===== config.mk =====
export PLATFORM = sky130hd
export DESIGN_NAME = retire_trace_monitor_flat
export DESIGN_NICKNAME = d
export VERILOG_FILES = /design/src/rtl/trace_pkg.sv /design/src/rtl/retire_trace_monitor_if.sv /design/src/rtl/trace_fifo_2w1r.sv /design/src/rtl/retire_trace_monitor.sv /design/src/flat_wrapper.sv
export SDC_FILE = /design/constraint.sdc
export NUM_CORES = 1
export LEC_CHECK = 0
export ABC_AREA = 1
export BUFFER_PORTS_ARGS = -buffer_cell sky130_fd_sc_hd__buf_4
export CAP_MARGIN = 15
export CORE_ASPECT_RATIO = 1.75
export CORE_MARGIN = 1.5
export CORE_UTILIZATION = 44
export DETAILED_ROUTE_END_ITERATION = 8
export PLACE_DENSITY = 0.61
export SETUP_SLACK_MARGIN = 0.2
export SLEW_MARGIN = 20
export SYNTH_ARGS = -nofsm -noshare
export SYNTH_HDL_FRONTEND = slang
export SYNTH_SLANG_ARGS = --single-unit

===== constraint.sdc =====
create_clock -name clk -period 4 [get_ports clk]
set_input_delay 0.2 -clock clk [delete_from_list [all_inputs] [get_ports clk]]
set_output_delay 0.2 -clock clk [all_outputs]
set_load 0.03 [all_outputs]

===== src/rtl/trace_pkg.sv =====
// trace_pkg: shared types and helpers for the retirement trace monitor.
package trace_pkg;
    localparam int TRC_DATA_W = 16;
    localparam int TRC_ADDR_W = 16;
    localparam int TRC_CNT_W  = 32;

    typedef enum logic [1:0] {REG = 2'd0, LOAD = 2'd1, STORE = 2'd2} trace_kind_e;

    typedef struct packed {
        trace_kind_e             kind;
        logic [TRC_ADDR_W-1:0]   tag;
        logic [TRC_DATA_W-1:0]   data;
        logic [TRC_CNT_W-1:0]    cycle;
    } trace_rec_t;

    typedef enum logic [1:0] {RUN = 2'd0, DRAIN = 2'd1, DONE = 2'd2} mon_state_e;

    function automatic logic [TRC_CNT_W-1:0] sat_add(input logic [TRC_CNT_W-1:0] a, input logic [1:0] b);
        logic [TRC_CNT_W:0] s;
        s = {1'b0, a} + {{(TRC_CNT_W-1){1'b0}}, b};
        return s[TRC_CNT_W] ? '1 : s[TRC_CNT_W-1:0];
    endfunction
endpackage


===== src/rtl/retire_trace_monitor_if.sv =====
// retire_trace_monitor_if: valid/ready trace record stream.
interface retire_trace_monitor_if #(
    parameter int ADDR_W = 16,
    parameter int DATA_W = 16,
    parameter int CNT_W  = 32
);
    logic              trc_valid;
    logic              trc_ready;
    logic [1:0]        trc_kind;
    logic [ADDR_W-1:0] trc_tag;
    logic [DATA_W-1:0] trc_data;
    logic [CNT_W-1:0]  trc_cycle;

    modport master (output trc_valid, trc_kind, trc_tag, trc_data, trc_cycle, input trc_ready);
    modport slave  (input trc_valid, trc_kind, trc_tag, trc_data, trc_cycle, output trc_ready);
endinterface


===== src/rtl/trace_fifo_2w1r.sv =====
// trace_fifo_2w1r: record FIFO accepting 0-2 ordered pushes and one pop per cycle.
module trace_fifo_2w1r
    import trace_pkg::*;
#(
    parameter int DEPTH = 8
) (
    input  logic                     clk,
    input  logic                     rst_n,
    input  logic [1:0]               push_n_i,
    input  trace_rec_t               wdata0_i,
    input  trace_rec_t               wdata1_i,
    input  logic                     pop_i,
    output trace_rec_t               rdata_o,
    output logic [$clog2(DEPTH):0]   occ_o
);
    localparam int PW = $clog2(DEPTH);

    trace_rec_t     mem_q [DEPTH];
    logic [PW-1:0]  wr_q, rd_q;
    logic [PW:0]    occ_q;
    logic           do_pop;

    assign do_pop  = pop_i && occ_q != '0;
    assign rdata_o = mem_q[rd_q];
    assign occ_o   = occ_q;

    // The caller never pushes more than the free slots, so no full check here.
    always_ff @(posedge clk or negedge rst_n) begin
        if (!rst_n) begin
            wr_q  <= '0;
            rd_q  <= '0;
            occ_q <= '0;
            for (int i = 0; i < DEPTH; i++) mem_q[i] <= '0;
        end else begin
            if (push_n_i != 2'd0) mem_q[wr_q] <= wdata0_i;
            if (push_n_i == 2'd2) mem_q[wr_q + PW'(1)] <= wdata1_i;
            wr_q  <= wr_q + PW'(push_n_i);
            rd_q  <= rd_q + PW'(do_pop);
            occ_q <= occ_q + (PW+1)'(push_n_i) - (PW+1)'(do_pop);
        end
    end
endmodule


===== src/rtl/retire_trace_monitor.sv =====
// retire_trace_monitor: packs retirement events into timestamped trace records,
// keeps saturating statistics and a cycle-limit watchdog.
module retire_trace_monitor
    import trace_pkg::*;
#(
    parameter int DATA_W     = TRC_DATA_W,
    parameter int ADDR_W     = TRC_ADDR_W,
    parameter int REG_W      = 4,
    parameter int DEPTH      = 8,
    parameter int CNT_W      = TRC_CNT_W,
    parameter int MAX_CYCLES = 100000
) (
    input  logic                clk,
    input  logic                rst_n,
    input  logic                wb_regwrite,
    input  logic [REG_W-1:0]    wb_reg,
    input  logic [DATA_W-1:0]   wb_data,
    input  logic                mem_read,
    input  logic                mem_write,
    input  logic [ADDR_W-1:0]   mem_addr,
    input  logic [DATA_W-1:0]   mem_wdata,
    input  logic [DATA_W-1:0]   mem_rdata,
    input  logic                halt,
    retire_trace_monitor_if.master trc,
    output logic [CNT_W-1:0]    cycle_count,
    output logic [CNT_W-1:0]    inst_count,
    output logic [CNT_W-1:0]    drop_count,
    output logic                overflow,
    output logic                done,
    output logic                timeout
);
    localparam int OW = $clog2(DEPTH) + 1;

    mon_state_e        state_q, state_d;
    logic [CNT_W-1:0]  cycle_q, inst_q, drop_q;
    logic              overflow_q, timeout_q;
    logic [OW-1:0]     occ, free;
    logic              run, wd_hit, mem_ev;
    logic [1:0]        n_ev, n_push, n_drop;
    trace_rec_t        reg_rec, mem_rec, rec0, rdata;

    assign run     = state_q == RUN;
    assign wd_hit  = run && cycle_q == CNT_W'(MAX_CYCLES - 1);
    assign mem_ev  = mem_read | mem_write;
    assign reg_rec = '{kind: REG, tag: ADDR_W'(wb_reg), data: wb_data, cycle: cycle_q};
    assign mem_rec = '{kind: mem_write ? STORE : LOAD, tag: mem_addr,
                       data: mem_write ? mem_wdata : mem_rdata, cycle: cycle_q};
    assign rec0    = wb_regwrite ? reg_rec : mem_rec;
    assign n_ev    = run ? {1'b0, wb_regwrite} + {1'b0, mem_ev} : 2'd0;
    // A pop in this cycle does not free a slot for this cycle's events.
    assign free    = OW'(DEPTH) - occ;
    assign n_push  = free >= OW'(n_ev) ? n_ev : free[1:0];
    assign n_drop  = n_ev - n_push;

    trace_fifo_2w1r #(.DEPTH(DEPTH)) u_fifo (
        .clk      (clk),
        .rst_n    (rst_n),
        .push_n_i (n_push),
        .wdata0_i (rec0),
        .wdata1_i (mem_rec),
        .pop_i    (trc.trc_valid & trc.trc_ready),
        .rdata_o  (rdata),
        .occ_o    (occ)
    );

    always_comb begin
        state_d = state_q;
        if (run && (halt || wd_hit)) state_d = DRAIN;
        else if (state_q == DRAIN && occ == '0) state_d = DONE;
    end

    always_ff @(posedge clk or negedge rst_n) begin
        if (!rst_n) begin
            state_q    <= RUN;
            cycle_q    <= '0;
            inst_q     <= '0;
            drop_q     <= '0;
            overflow_q <= 1'b0;
            timeout_q  <= 1'b0;
        end else begin
            state_q <= state_d;
            if (run) begin
                cycle_q    <= sat_add(cycle_q, 2'd1);
                inst_q     <= sat_add(inst_q, {1'b0, halt | wb_regwrite | mem_write});
                drop_q     <= sat_add(drop_q, n_drop);
                overflow_q <= overflow_q | (n_drop != 2'd0);
                timeout_q  <= timeout_q | wd_hit;
            end
        end
    end

    assign trc.trc_valid = occ != '0;
    assign trc.trc_kind  = rdata.kind;
    assign trc.trc_tag   = rdata.tag;
    assign trc.trc_data  = rdata.data;
    assign trc.trc_cycle = rdata.cycle;
    assign cycle_count   = cycle_q;
    assign inst_count    = inst_q;
    assign drop_count    = drop_q;
    assign overflow      = overflow_q;
    assign timeout       = timeout_q;
    assign done          = state_q == DONE;
endmodule


===== src/flat_wrapper.sv =====
// flat-port wrapper written by rule: the top's interface ports become plain ports
module retire_trace_monitor_flat import trace_pkg::*;
#(
    parameter int DATA_W     = TRC_DATA_W,
    parameter int ADDR_W     = TRC_ADDR_W,
    parameter int REG_W      = 4,
    parameter int DEPTH      = 8,
    parameter int CNT_W      = TRC_CNT_W,
    parameter int MAX_CYCLES = 100000
)
  (clk, rst_n, wb_regwrite, wb_reg, wb_data, mem_read, mem_write, mem_addr, mem_wdata, mem_rdata, halt, cycle_count, inst_count, drop_count, overflow, done, timeout, trc_trc_valid, trc_trc_kind, trc_trc_tag, trc_trc_data, trc_trc_cycle, trc_trc_ready);
  retire_trace_monitor_if #(.ADDR_W(ADDR_W), .DATA_W(DATA_W), .CNT_W(CNT_W)) trc_i ();
  input  logic clk;
  input  logic rst_n;
  input  logic wb_regwrite;
  input  logic [REG_W-1:0] wb_reg;
  input  logic [DATA_W-1:0] wb_data;
  input  logic mem_read;
  input  logic mem_write;
  input  logic [ADDR_W-1:0] mem_addr;
  input  logic [DATA_W-1:0] mem_wdata;
  input  logic [DATA_W-1:0] mem_rdata;
  input  logic halt;
  output logic [CNT_W-1:0] cycle_count;
  output logic [CNT_W-1:0] inst_count;
  output logic [CNT_W-1:0] drop_count;
  output logic overflow;
  output logic done;
  output logic timeout;
  output wire logic [$bits(trc_i.trc_valid)-1:0] trc_trc_valid;
  output wire logic [$bits(trc_i.trc_kind)-1:0] trc_trc_kind;
  output wire logic [$bits(trc_i.trc_tag)-1:0] trc_trc_tag;
  output wire logic [$bits(trc_i.trc_data)-1:0] trc_trc_data;
  output wire logic [$bits(trc_i.trc_cycle)-1:0] trc_trc_cycle;
  input wire logic [$bits(trc_i.trc_ready)-1:0] trc_trc_ready;
  assign trc_trc_valid = trc_i.trc_valid;
  assign trc_trc_kind = trc_i.trc_kind;
  assign trc_trc_tag = trc_i.trc_tag;
  assign trc_trc_data = trc_i.trc_data;
  assign trc_trc_cycle = trc_i.trc_cycle;
  assign trc_i.trc_ready = trc_trc_ready;
  retire_trace_monitor #(.DATA_W(DATA_W), .ADDR_W(ADDR_W), .REG_W(REG_W), .DEPTH(DEPTH), .CNT_W(CNT_W), .MAX_CYCLES(MAX_CYCLES)) u_core (.clk(clk), .rst_n(rst_n), .wb_regwrite(wb_regwrite), .wb_reg(wb_reg), .wb_data(wb_data), .mem_read(mem_read), .mem_write(mem_write), .mem_addr(mem_addr), .mem_wdata(mem_wdata), .mem_rdata(mem_rdata), .halt(halt), .trc(trc_i), .cycle_count(cycle_count), .inst_count(inst_count), .drop_count(drop_count), .overflow(overflow), .done(done), .timeout(timeout));
endmodule

; ---- After elaboration in Yosys (flattened, before gate mapping)
; Index checks and enable logic that the tools add are counted.
[classes]
add_sub_neg = 11
magnitude_cmp = 6
eq_ne = 4
mux = 21
n_bitwise = 9
n_reduce_logical = 13
[op_table]
columns = cell, count
row1 = $bwmux W528, 2
row2 = $mux W528, 2
row3 = $demux W66 S3, 2
row4 = $mux W66, 5
row5 = $bmux W66 S3, 1
row6 = $mux W32, 3
row7 = $add A32 B1 Y33, 1
row8 = $add A32 B1 Y33 const B, 1
row9 = $add A32 B2 Y33, 1
row10 = $eq A32 B17 Y1 const B, 1
row11 = $mux W16, 1
row12 = $ge A4 B4 Y1 const B, 3
row13 = $not A3 Y4, 3
row14 = $mux W2, 5
row15 = $lt A4 B1 Y1 const B, 2
row16 = $logic_and A1 B1 Y1, 6
row17 = $reduce_bool A2 Y1, 3
row18 = $or A1 B1 Y1, 5
row19 = $add A4 B2 Y4, 1
row20 = $eq A2 B2 Y1 const B, 2
row21 = $ge A4 B2 Y1, 1
row22 = $logic_not A4 Y1, 1
row23 = $reduce_bool A4 Y1, 1
row24 = $sub A4 B1 Y4, 1
row25 = other kinds (10), 10
[totals]
regBits = 638
in_bits = 75
output_inout_bits = 166
elab_cells = 105

; ---- Logic depth before layout (Yosys ltp)
[logic_depth]
word_depth = 9
depth_mapped = 32
ltp_nobuf = 28

; ---- By module
; From an unflattened synthesis, not the netlist that was laid out.
[unflattened]
hier_cells = 6256
area_unflattened_um2 = 40936.8
[by_module_without_submodules]
columns = module, n_inst, cells_each, area_each_um2, seq_area_each_um2
row1 = trace_fifo_2w1r, 1, 5167, 33658.5, 13462.9
row2 = retire_trace_monitor, 1, 1089, 7278.2, 2502.4

; ---- Least setup slack after synthesis
; OpenSTA, ideal clock, no wires.
[synth_path]
path_type = input -> register
start = input port mem_write
end = register u_core.drop_q[23], in the netlist u_core.drop_count[23]
setup_ps = 132
arrival_ps = 4632
required_time_ps = 3868
setup_slack_ps = -764
stages = 32
path_buffers = 4
cell_sequence = buf_2 > clkbuf_1 > clkbuf_1 > or2_2 > ha_1 > nand2_1 > inv_1 > ha_1 > inv_1 > a21boi_1 > nor2_4 > nand2_1 > nand2_1 > nand2_4 > buf_1 > inv_1 > ha_1 > nand3b_1 > nand2_1 > inv_1 > ha_1 > nand3_1 > nand2_1 > nand2_1 > nor2_1 > nand2_1 > nor2_2 > nand2_1 > nor2_1 > inv_1 > o21ai_1 > nand3_1
[synth_via]
elab_chain_cells = 8
[synth_rtl]
columns = element, line
row1 = start: declaration, flat_wrapper.sv:19  ; input logic mem_write;
row2 = $or A1 B1 Y1 *, retire_trace_monitor.sv:44  ; assign mem_ev = mem_read | mem_write;
row3 = $add A1 B1 Y2 *, retire_trace_monitor.sv:49  ; assign n_ev = run ? {1'b0, wb_regwrite} + {1'b0, mem_ev} : 2'd0;
row4 = $mux W2 *, retire_trace_monitor.sv:49
row5 = $ge A4 B2 Y1, retire_trace_monitor.sv:52  ; assign n_push = free >= OW'(n_ev) ? n_ev : free[1:0];
row6 = $mux W2, retire_trace_monitor.sv:52
row7 = $sub A2 B2 Y2 *, retire_trace_monitor.sv:53  ; assign n_drop = n_ev - n_push;
row8 = $add A32 B2 Y33 *, trace_pkg.sv:20  ; s = {1'b0, a} + {{(TRC_CNT_W-1){1'b0}}, b};
row9 = $mux W32 *, trace_pkg.sv:21  ; return s[TRC_CNT_W] ? '1 : s[TRC_CNT_W-1:0];
row10 = end signal: assignment, retire_trace_monitor.sv:85  ; drop_q <= sat_add(drop_q, n_drop);
row11 = end: declaration, retire_trace_monitor.sv:35  ; logic [CNT_W-1:0] cycle_q, inst_q, drop_q;
; Every way passes the cells marked *; elsewhere a longest branch is shown, timed or not.
; A chain may end at the register's enable or synchronous reset.

; ---- Worst setup path after layout
[layout_path]
start = register u_core.u_fifo.rd_q[1]
end = output port trc_trc_cycle[30]
[layout_via]
elab_chain_cells = 4
[layout_rtl]
columns = element, line
row1 = start: declaration, trace_fifo_2w1r.sv:19  ; logic [PW-1:0] wr_q, rd_q;
row2 = start signal: assignment, trace_fifo_2w1r.sv:38  ; rd_q <= rd_q + PW'(do_pop);
row3 = $not A3 Y4 (implied by the code), trace_fifo_2w1r.sv:24  ; assign rdata_o = mem_q[rd_q];
row4 = $bmux W66 S3, trace_fifo_2w1r.sv:24
row5 = $mux W66 (implied by the code) (2 in a row), trace_fifo_2w1r.sv:24
row6 = end: declaration, flat_wrapper.sv:34  ; output wire logic [$bits(trc_i.trc_cycle)-1:0] trc_trc_cycle;
; No other way between the ends. The select of a mux whose other input is x is not followed.

==> results.yml <==
floorplan:
  die_area_mm2: 0.0836
  ios: 241
  rows: 138
  core_mm2: 0.0810
  die_y_um: 381
  start_util: 0.445
  die_x_um: 219
sta:
  fmax_ghz: 0.278
  final.period_utilization: 0.899
  rsz0062_at_grt: "no"
  fin_skew_ps: 27.4
  slew_headroom: 0.307
  setup_violations: 0
  hold_viol: 0
  post-route-min-period_ps: 3590
  drv_slew: 0
  worst_pin_slew_ps: 1040
placement:
  io_buffers: 240
  post-dp-hpwl_mm: 76.9
  dp_cells: 5877
  place_congestion: 0.884
  place_area_mm2: 0.0388
hold_path:
  hold_path.class: "in -> reg"
  min_from: "trc_trc_ready"
drt:
  wire_per_inst_um: 21.0
  post-route-drc-count: 0
  drt_iter0_markers: 3061
  antenna_left: 0
  wl_mm: 126
  wl_met1_mm: 50.2
  vias: 34300
  wl_met2_mm: 63.5
  drtPass1Iterations: 6
  wl_met3_mm: 7.04
  top_layer: "met5"
  vias_per_cell: 5.70
layout:
  final_common_cell: "nand2_1"
  antenna_cells: 0
  finalNonFillerCells: 6014
  drive_above_1_share: 0.115
  postLayoutCellArea_mm2: 0.0412
  finalNetCount: 5014
  layout_common_cells: "nand2_1, dfrtp_1, o21ai_0, inv_1, nand3_1"
  syn_to_final_growth_pct: 14.5
worst_setup_path:
  crit_path_end_kind: "primary output"
  crit_required_ps: 3800
  critPathKind: "reg -> out"
  critPathLaunchType: "flip-flop"
  path_cells: "buf_4, o21ai_0, o21ai_0, a21oi_1, a31oi_1, buf_4"
  crit_path_max_incr_delay_ps: 900
  arrival_ps: 3390
  rr_startpoint: "u_core.state_q[0]$_DFFE_PN0P_"
  crit_path_max_fanout: 51
  crit_slowest_cell: "dfrtp_4"
  crit_start: "u_core.u_fifo.rd_q[1]$_DFF_PN0_"
global_routing:
  grt_pass1_wl_mm: 196
  grt_util_all_layers: 0.302
  grt_overflow_total: 0
  grt_max_degree: 170
  antenna_found_initial: 2
  first_global_vias: 33000
logic_synthesis:
  ys_seq_area_frac: 0.443
  synthMuxAreaShare: 0.00167
  synth_area_per_cell_um2: 7.39
  yosysUniqueCellTypes: 49
  ys_warn_count: 0
  synth_top_family_by_area: "simple AND/OR/NAND/NOR gates"
  syn_nets: 4971
  netlist_instances: 4873
  synth_simple_gate_area_frac: 0.285
  synth_adder_area_share: 0.00862
  syn_area_mm2: 0.0360
  yosys-top-cells-area: "dfrtp_1, nand2_1, o21ai_0"
  synth.ff_latch_count: 638
  synth_xor_area_frac: 0.0117
  yosys.area.top_type_share: 0.443
  synth-compound-area-share: 0.143
  synth_top_area_cell: "dfrtp_1"
cts:
  clk_pin_slew_ps: 60
  numClockSinks: 638
  htree_num_levels: 3
  clockBufferDepth: 3
  cts_made_buffers: 67
  cts-root-buf: "clkbuf_16"
  worstSkewPairLatency_ps: 640
  cts_tree: "built"
power_and_ir_drop:
  powerDensity_mw_per_mm2: 773
  vdd_drop_max_v: 0.000835
  p_leak_nw: 20.7
run_status:
  outcome: "complete, no violations"
run:
  cap_violations: 0
-- worst max-delay path, delay by kind of cell (launching register included) --
kind                   cells  cell delay, ps
AOI/OAI and AO/OA          4            1000
buffers and inverters      2             830
DFF                        1             900
-- sequential cells by signal, summed over array words and instances (netlist names) --
signal	cells
u_core.cycle_count	32
u_core.drop_count	32
u_core.inst_count	32
u_core.overflow	1
u_core.state_q	2
u_core.timeout	1
u_core.u_fifo.mem_q	528
u_core.u_fifo.occ_o	4
u_core.u_fifo.rd_q	3
u_core.u_fifo.wr_q	3
-- cell type report --
| type | instances | area, µm² |
|---|---|---|
| inverter | 548 | 2080 |
| clock inverter | 17 | 171 |
| multi-input combinational | 3295 | 16500 |
| sequential | 638 | 16000 |
| tap | 1050 | 1310 |
| clock buffer | 100 | 2030 |
| fill | 8077 | 39700 |
| timing repair buffer | 366 | 3190 |
-- layer usage --
metal / vias up / GRT usage
met1: 16500 / 0.376
met2: 1226 / 0.523
met4: 4 / 0.136
met5: - / 0
li1: 16300 / -
met3: 239 / 0.0343
-- where the power goes --
group	leakage [nW]	switching [mW]	internal [mW]
Clock	1.09	2.78	3.66
Sequential	7.91	1.09	8.32
Combinational	11.7	11.3	4.80
Total	20.7	15.1	16.8
-- cells by family after synthesis --
logic type / Yosys count
compound gates: 970
xor+xnor: 48
fa+ha+maj: 23
buf+inv: 940
flops: 638
mux: 6
simple gates: 2248
-- what timing repair did --
item                                   4_1_cts  5_1_grt
gates resized for setup                      0       11
endpoints found under the hold margin      198        0
buffers inserted                             0        2
hold buffers                                18        0
setup endpoints to repair                    0       14
-- stage by stage --
step / power [mW] / setup slack [ps] / hold slack, ps / TNS, ps / utilization
after floorplan: 20.0 / -130 / -95.6 / -287 / -
after global placement: 25.2 / 72.7 / 353 / 0 / 0.479
after detailed placement: 25.3 / 56.7 / 341 / 0 / 0.479
after CTS: 31.9 / 239 / 9.67 / 0 / 0.508
after global routing: 34.0 / 164 / 32.8 / 0 / 0.509
final: 31.9 / 406 / 21.2 / 0 / 0.509
-- cells in the mapped netlist, drive strengths merged --
library cell and count:
nand2 1210, o21ai 665, dfrtp 638, inv 547, nand3 520, nand4 304
clkbuf 216, buf 176, a21oi 168, nor2 150, a31oi 66, xor2 34
a221oi 33, nor3 33, o211ai 33, ha 20, xnor2 14, or2 13
nand3b 8, mux2i 6, nor4 6, fa 3, a21boi 2, nor3b 2
o31ai 2, and2 1, and3 1, clkinv 1, o21a 1
-- worst paths after layout --
path	to	slack [ps]	cells past startpoint
max	trc_trc_cycle[30]	410	6
min	u_core.u_fifo.rd_q[0]$_DFF_PN0_	20	3
max reg2reg	u_core.drop_count[15]$_DFFE_PN0N_	440	26
min reg2reg	u_core.timeout$_DFFE_PN0N_	460	2
max in group asynchronous	u_core.u_fifo.mem_q[508]$_DFF_PN0_	2570	3
min in group asynchronous	u_core.u_fifo.mem_q[283]$_DFF_PN0_	250	2
No activity file was read; power rests on OpenSTA's default activity.
